===== src/rtl/gcn_argmax_scanner_if.sv =====
// Bus between the argmax scanner and its surroundings: scan control, the
// row-addressed matrix memory port and the per-row argmax results.
interface gcn_argmax_scanner_if #(
   parameter int FEATURE_ROWS   = 6,
   parameter int WEIGHT_COLS    = 3,
   parameter int DOT_PROD_WIDTH = 16,
   parameter int FEATURE_WIDTH  = $clog2(FEATURE_ROWS),
   parameter int WEIGHT_WIDTH   = $clog2(WEIGHT_COLS)
);
   logic                      start;
   logic [FEATURE_WIDTH-1:0]  read_row;
   logic [DOT_PROD_WIDTH-1:0] fm_wm_adj_out   [0:WEIGHT_COLS-1];
   logic [WEIGHT_WIDTH-1:0]   max_addi_answer [0:FEATURE_ROWS-1];
   logic                      busy;
   logic                      done;

   modport slave (
      input  start, fm_wm_adj_out,
      output read_row, max_addi_answer, busy, done
   );

   modport master (
      output start, fm_wm_adj_out,
      input  read_row, max_addi_answer, busy, done
   );
endinterface


===== src/rtl/gcn_argmax_scanner.sv =====
// Scans every row of the GCN result memory once per start request and stores
// the index of the largest (unsigned, lowest index on ties) column per row.
module gcn_argmax_scanner #(
   parameter int FEATURE_ROWS   = 6,
   parameter int WEIGHT_COLS    = 3,
   parameter int DOT_PROD_WIDTH = 16,
   parameter int FEATURE_WIDTH  = $clog2(FEATURE_ROWS),
   parameter int WEIGHT_WIDTH   = $clog2(WEIGHT_COLS)
) (
   input logic                 clk,
   input logic                 rst,
   gcn_argmax_scanner_if.slave bus
);
   typedef enum logic [1:0] {IDLE, SCAN, DRAIN, DONE} state_t;

   localparam logic [FEATURE_WIDTH-1:0] LAST_ROW = FEATURE_WIDTH'(FEATURE_ROWS - 1);

   state_t                    state_q, state_d;
   logic [FEATURE_WIDTH-1:0]  row_cnt_q, row_cnt_d;
   logic [FEATURE_WIDTH-1:0]  row_idx_q, row_idx_d;
   logic                      stage_valid_q, stage_valid_d;
   logic [DOT_PROD_WIDTH-1:0] row_data_q [0:WEIGHT_COLS-1];
   logic [DOT_PROD_WIDTH-1:0] row_data_d [0:WEIGHT_COLS-1];
   logic [WEIGHT_WIDTH-1:0]   answer_q   [0:FEATURE_ROWS-1];
   logic [WEIGHT_WIDTH-1:0]   answer_d   [0:FEATURE_ROWS-1];
   logic [WEIGHT_WIDTH-1:0]   argmax_idx;
   logic [DOT_PROD_WIDTH-1:0] argmax_val;

   // Strict greater-than keeps the earliest column when values tie.
   always_comb begin
      argmax_idx = '0;
      argmax_val = row_data_q[0];
      for (int c = 1; c < WEIGHT_COLS; c++) begin
         if (row_data_q[c] > argmax_val) begin
            argmax_val = row_data_q[c];
            argmax_idx = WEIGHT_WIDTH'(c);
         end
      end
   end

   always_comb begin
      state_d       = state_q;
      row_cnt_d     = row_cnt_q;
      row_idx_d     = row_idx_q;
      stage_valid_d = stage_valid_q;
      for (int c = 0; c < WEIGHT_COLS; c++) begin
         row_data_d[c] = row_data_q[c];
      end
      case (state_q)
         IDLE: begin
            stage_valid_d = 1'b0;
            if (bus.start) begin
               state_d   = SCAN;
               row_cnt_d = '0;
            end
         end
         SCAN: begin
            for (int c = 0; c < WEIGHT_COLS; c++) begin
               row_data_d[c] = bus.fm_wm_adj_out[c];
            end
            row_idx_d     = row_cnt_q;
            stage_valid_d = 1'b1;
            // The counter parks on the last row instead of wrapping.
            if (row_cnt_q == LAST_ROW) begin
               state_d = DRAIN;
            end else begin
               row_cnt_d = row_cnt_q + FEATURE_WIDTH'(1);
            end
         end
         DRAIN: begin
            stage_valid_d = 1'b0;
            state_d       = DONE;
         end
         DONE: begin
            stage_valid_d = 1'b0;
            state_d       = IDLE;
         end
         default: begin
            stage_valid_d = 1'b0;
            state_d       = IDLE;
         end
      endcase
   end

   always_comb begin
      for (int r = 0; r < FEATURE_ROWS; r++) begin
         answer_d[r] = answer_q[r];
         if (stage_valid_q && (row_idx_q == FEATURE_WIDTH'(r))) begin
            answer_d[r] = argmax_idx;
         end
      end
   end

   always_ff @(posedge clk or negedge rst) begin
      if (!rst) begin
         state_q       <= IDLE;
         row_cnt_q     <= '0;
         row_idx_q     <= '0;
         stage_valid_q <= 1'b0;
         for (int c = 0; c < WEIGHT_COLS; c++) begin
            row_data_q[c] <= '0;
         end
         for (int r = 0; r < FEATURE_ROWS; r++) begin
            answer_q[r] <= '0;
         end
      end else begin
         state_q       <= state_d;
         row_cnt_q     <= row_cnt_d;
         row_idx_q     <= row_idx_d;
         stage_valid_q <= stage_valid_d;
         for (int c = 0; c < WEIGHT_COLS; c++) begin
            row_data_q[c] <= row_data_d[c];
         end
         for (int r = 0; r < FEATURE_ROWS; r++) begin
            answer_q[r] <= answer_d[r];
         end
      end
   end

   always_comb begin
      for (int r = 0; r < FEATURE_ROWS; r++) begin
         bus.max_addi_answer[r] = answer_q[r];
      end
   end

   assign bus.read_row = (state_q == SCAN) ? row_cnt_q : '0;
   assign bus.busy     = (state_q != IDLE);
   assign bus.done     = (state_q == DONE);
endmodule


===== src/flat_wrapper.sv =====
// flat-port wrapper written by rule: the top's interface ports become plain ports
module gcn_argmax_scanner_flat 
#(
   parameter int FEATURE_ROWS   = 6,
   parameter int WEIGHT_COLS    = 3,
   parameter int DOT_PROD_WIDTH = 16,
   parameter int FEATURE_WIDTH  = $clog2(FEATURE_ROWS),
   parameter int WEIGHT_WIDTH   = $clog2(WEIGHT_COLS)
)
  (clk, rst, bus_start, bus_fm_wm_adj_out, bus_read_row, bus_max_addi_answer, bus_busy, bus_done);
  gcn_argmax_scanner_if #(.FEATURE_ROWS(FEATURE_ROWS), .WEIGHT_COLS(WEIGHT_COLS), .DOT_PROD_WIDTH(DOT_PROD_WIDTH), .FEATURE_WIDTH(FEATURE_WIDTH), .WEIGHT_WIDTH(WEIGHT_WIDTH)) bus_i ();
  input logic clk;
  input logic rst;
  input wire logic [$bits(bus_i.start)-1:0] bus_start;
  input wire logic [$bits(bus_i.fm_wm_adj_out)-1:0] bus_fm_wm_adj_out;
  output wire logic [$bits(bus_i.read_row)-1:0] bus_read_row;
  output wire logic [$bits(bus_i.max_addi_answer)-1:0] bus_max_addi_answer;
  output wire logic [$bits(bus_i.busy)-1:0] bus_busy;
  output wire logic [$bits(bus_i.done)-1:0] bus_done;
  assign bus_i.start = bus_start;
  assign bus_i.fm_wm_adj_out = {>>{bus_fm_wm_adj_out}};
  assign bus_read_row = bus_i.read_row;
  assign bus_max_addi_answer = {>>{bus_i.max_addi_answer}};
  assign bus_busy = bus_i.busy;
  assign bus_done = bus_i.done;
  gcn_argmax_scanner #(.FEATURE_ROWS(FEATURE_ROWS), .WEIGHT_COLS(WEIGHT_COLS), .DOT_PROD_WIDTH(DOT_PROD_WIDTH), .FEATURE_WIDTH(FEATURE_WIDTH), .WEIGHT_WIDTH(WEIGHT_WIDTH)) u_core (.clk(clk), .rst(rst), .bus(bus_i));
endmodule

===== config.mk =====
export PLATFORM = sky130hd
export DESIGN_NAME = gcn_argmax_scanner_flat
export DESIGN_NICKNAME = d
export VERILOG_FILES = /design/src/rtl/gcn_argmax_scanner_if.sv /design/src/rtl/gcn_argmax_scanner.sv /design/src/flat_wrapper.sv
export SDC_FILE = /design/constraint.sdc
export NUM_CORES = 1
export LEC_CHECK = 0
export CORE_ASPECT_RATIO = 1.75
export CORE_UTILIZATION = 42
export CTS_BUF_LIST = sky130_fd_sc_hd__clkbuf_8
export CTS_CLUSTER_DIAMETER = 40
export DETAILED_ROUTE_END_ITERATION = 10
export PLACE_DENSITY = 0.69
export SLEW_MARGIN = 5
export SYNTH_ARGS = -nofsm -noshare
export SYNTH_HDL_FRONTEND = slang
export SYNTH_SLANG_ARGS = --single-unit

===== constraint.sdc =====
create_clock -name clk -period 3.7 [get_ports clk]
set_input_delay 0.74 -clock clk [delete_from_list [all_inputs] [get_ports clk]]
set_output_delay 0.74 -clock clk [all_outputs]
set_load 0.02 [all_outputs]

==> results.toml <==
[clock_tree]
cts_buffer_depth = 2
cts_tree = "done"
tritoncts_num_sinks = 69
clock_latency_ns = 0.37
clk_pin_slew_worst_paths_ns = 0.08
clock_tree.root_cell = "sky130_fd_sc_hd__clkbuf_8"
cts_htree_levels = 3
cts_inserted_buffers = 9

[finish]
synthToLayoutAreaGrowth_pct = 42.2
finalCoreUtilization_pct = 61.2
final-instance-count-excl-fill = 559
multi_input_area_um2 = 2080
ff_latch_area_um2 = 1730
ratio_of_cells_with_drive_above_1_in_the_final_layout_pct = 31.9
final_common_cell = "sky130_fd_sc_hd__dfrtp_1"
final_nets = 526
diodes = 0
layout_common_cells = "sky130_fd_sc_hd__dfrtp_1 (69), sky130_fd_sc_hd__clkdlybuf4s50_1 (66), sky130_fd_sc_hd__buf_4 (43), sky130_fd_sc_hd__mux2_2 (38), sky130_fd_sc_hd__nand2_1 (32)"
n_fill_cell = 707

[sta]
period_share_pct = 103
worstMarginPinSlew_ns = 0.917
timing.clock.skew_ns = 0.0119
final_period_minus_worst_setup_slack_ns = 3.80
finalSetupTns_ns = -0.603
final-setup-viol-count = 7
slew_viols_final = 0
slew-limit-headroom_pct = 38.9
setup_repair_after_global_routing_missed_its_margin = "yes"
post-route-worst-setup-slack_ns = -0.104
max_freq_mhz = 263
hold_violation_total_from_the_final_report = 0
worst_hold_slack_ns = 0.484

[detailed_routing]
post_drt_via_cell_ratio = 5.06
route.antenna.remaining_nets = 0
route.detailed.drc = 0
starting_drt_drc_count = 143
drt-wirelength-per-cell_um = 15.6
postRouteWirelength_um = 8720
drt_first_pass_iters = 4
detailroute.via_count = 2830

[power]
vdd.ir_drop.worst_uv = 497
p_seq_share_pct = 24.8
p_leak_nw = 2.31
intPower_mw = 3.37
cellPowerDensity_nw_per_um2 = 1080
pwr-share-comb_pct = 63.8
p_clk_share_pct = 11.3
switching_power_mw = 2.32
swShare_pct = 40.8

[synthesis]
flop_and_latch_count_out_of_synthesis = 69
part_of_the_yosys_area_used_for_sequential_elements_pct = 46.5
post_synthesis_instance_area_um2 = 3710
netlist-cell-type-count = 34
netlist_instances = 323
avgSynthCellArea_um2 = 11.5
synth_edf_count = 0
synth.net_count = 412
synth-main-ff-cell = "sky130_fd_sc_hd__dfrtp_1"
synth-async-reset-ratio_pct = 100
ys_warn_count = 0

[global_route]
grt_start_max_net_pins = 76
gr-usage-all-layers_pct = 21.0
via_count_of_the_first_global_routing_pass = 3065
grt-ovfl-total = 0
grt_antenna_before_repair = 0
grt_first_pass_wirelength_um = 14500

[floorplan]
floorplan_die_height_um = 126
dieArea_um2 = 9230
die_width_um = 73.0
ios = 68
floorplan.rows = 45
fp.coreArea_um2 = 8610
initial_core_util_pct = 43.1

[critical_path]
r2r_cells = 14
path_depth = 14
crit_path_end_kind = "flip-flop"
start_kind = "flip-flop"
crit_buf_inv = 2
crit_end = "u_core.bus.max_addi_answer[7]"
worstSetupStartpoint = "u_core.row_data_q[27]"
top_cell_by_count_worst_path = "sky130_fd_sc_hd__nand4_1"
timing.rr.end = "u_core.bus.max_addi_answer[7]"
crit_path_max_fanout = 6
crit_slowest_cell = "sky130_fd_sc_hd__dfrtp_1"
path_delay_family = "compound AO/OA/AOI/OAI gates"
worstPathArrival_ns = 4.06
cp_data_required_time_ns = 3.95
critical_path.reg2reg.startpoint = "u_core.row_data_q[27]"
ff2ff_setup_slack_ns = -0.10
criticalPathCategory = "reg -> reg"
critical_path_s_largest_stage_delay_ns = 0.44
cp_cell_sequence = "ha_4 > nand4_1 > nor4_4 > a21boi_4 > o31a_1 > buf_6 > mux2i_2 > ha_1 > nand4_1 > buf_4 > nor2_2 > a221o_1 > o31a_4 > mux2_4"

[flow_run]
maxCapViolCount = 0

[min_path]
type_of_the_worst_min_delay_path = "reg -> reg"

[outcome]
violations = "negative setup slack"
status = "finished, violations left"

[placed_design]
gp_congestion = 0.783
total_of_buffers_placed_on_input_and_output_ports = 67
post-place-ws_ns = -0.473
dpl.cell_count = 532
dp_hpwl_um = 6330
registers in the layout (all words and copies together) (netlist names):
name	count
u_core.stage_valid_q	1
u_core.row_data_q	48
u_core.bus.max_addi_answer	12
u_core.state_q	2
u_core.row_cnt_q	3
u_core.row_idx_q	3
cell usage after synthesis, types with 3 or more instances:
master	count	area, um2
sky130_fd_sc_hd__dfrtp_1	69	1730
sky130_fd_sc_hd__mux2_2	40	450
sky130_fd_sc_hd__ha_1	38	475
sky130_fd_sc_hd__nand2_1	34	128
sky130_fd_sc_hd__o21ai_0	24	120
sky130_fd_sc_hd__inv_1	21	78.8
sky130_fd_sc_hd__mux2i_1	17	170
sky130_fd_sc_hd__a21oi_1	14	70.1
sky130_fd_sc_hd__nand3_1	7	35.0
sky130_fd_sc_hd__nor2b_1	6	37.5
sky130_fd_sc_hd__and2_1	5	31.3
sky130_fd_sc_hd__nand4_1	5	31.3
sky130_fd_sc_hd__nor2_1	5	18.8
sky130_fd_sc_hd__clkbuf_1	4	15.0
sky130_fd_sc_hd__buf_1	3	11.3
sky130_fd_sc_hd__buf_6	3	33.8
sky130_fd_sc_hd__o31a_1	3	26.3
sky130_fd_sc_hd__o31ai_2	3	37.5
what timing repair did:
item / CTS / global route
hold buffers: 0 / 0
gates resized for setup: 19 / 24
endpoints found under the setup margin: 12 / 12
pin swaps: 12 / 20
buffers inserted: 7 / 5
cloned: 1 / 0
logic make-up (layout without fill, tap and decap cells):
logic type,after synthesis,in the layout,synth area share (%)
multiplexers,58,58,17.0
flip-flops,69,69,46.5
AO/OA/AOI/OAI,58,59,10.8
adder cells (fa/ha/maj),38,38,12.8
AND/OR/NAND/NOR,68,68,8.97
buffers and inverters,32,150,3.88
through the flow:
stage,power (mW),area (um2)
after floorplan,3.38,3710
final,5.69,5280
after global routing,6.15,5280
after CTS,5.41,5120
after global placement,4.29,4740
after detailed placement,4.38,4740
cell type report:
type | count | area share [%]
clock buffer | 11 | 2.87
multi-input combinational | 223 | 39.5
clock inverter | 5 | 1.11
tap | 117 | 2.78
inverter | 21 | 1.49
sequential | 69 | 32.7
timing repair buffer | 113 | 19.5
per-layer routing:
metal	routed length (um)	track usage (%)	part of all wire (%)	vias to the layer above
met5	0	0	0	-
met2	4980	38.6	57	64
met4	208	9.11	2.4	0
met3	281	5.56	3.2	19
met1	3250	21.6	37	1369
li1	-	-	-	1378
worst min-delay path by stage:
stage | cells after the start | slack, ns | endpoint | start
6_report | 2 | 0.48 | u_core.bus.max_addi_answer[2] | u_core.bus.max_addi_answer[2]
5_1_grt | 2 | 0.51 | u_core.bus.max_addi_answer[2] | u_core.bus.max_addi_answer[2]
4_1_cts | 2 | 0.48 | u_core.bus.max_addi_answer[8] | u_core.bus.max_addi_answer[8]
3_5_place_dp | 2 | 0.47 | u_core.bus.max_addi_answer[8] | u_core.bus.max_addi_answer[8]
3_3_place_gp | 2 | 0.46 | u_core.bus.max_addi_answer[8] | u_core.bus.max_addi_answer[8]
2_1_floorplan | 0 | 0.44 | u_core.bus.max_addi_answer[0] | rst
worst register-to-register path, stage by stage, from the launching register on:
cell                       delay (ns)
sky130_fd_sc_hd__dfrtp_1         0.44
sky130_fd_sc_hd__ha_4            0.29
sky130_fd_sc_hd__nand4_1         0.17
sky130_fd_sc_hd__nor4_4          0.35
sky130_fd_sc_hd__a21boi_4        0.25
sky130_fd_sc_hd__o31a_1          0.23
sky130_fd_sc_hd__buf_6           0.13
sky130_fd_sc_hd__mux2i_2         0.22
sky130_fd_sc_hd__ha_1            0.28
sky130_fd_sc_hd__nand4_1         0.14
sky130_fd_sc_hd__buf_4           0.14
sky130_fd_sc_hd__nor2_2          0.03
sky130_fd_sc_hd__a221o_1         0.37
sky130_fd_sc_hd__o31a_4          0.39
sky130_fd_sc_hd__mux2_4          0.28
power groups by stage:
stage / clock, mW / combinational, mW / sequential (mW)
finish: 0.646 / 3.63 / 1.41
global placement: 0 / 2.89 / 1.40
detailed placement: 0 / 2.97 / 1.41
floorplan: 0 / 1.99 / 1.39
CTS: 0.661 / 3.35 / 1.40
global route: 0.692 / 4.00 / 1.46
Power figures use the tool's default switching activity.
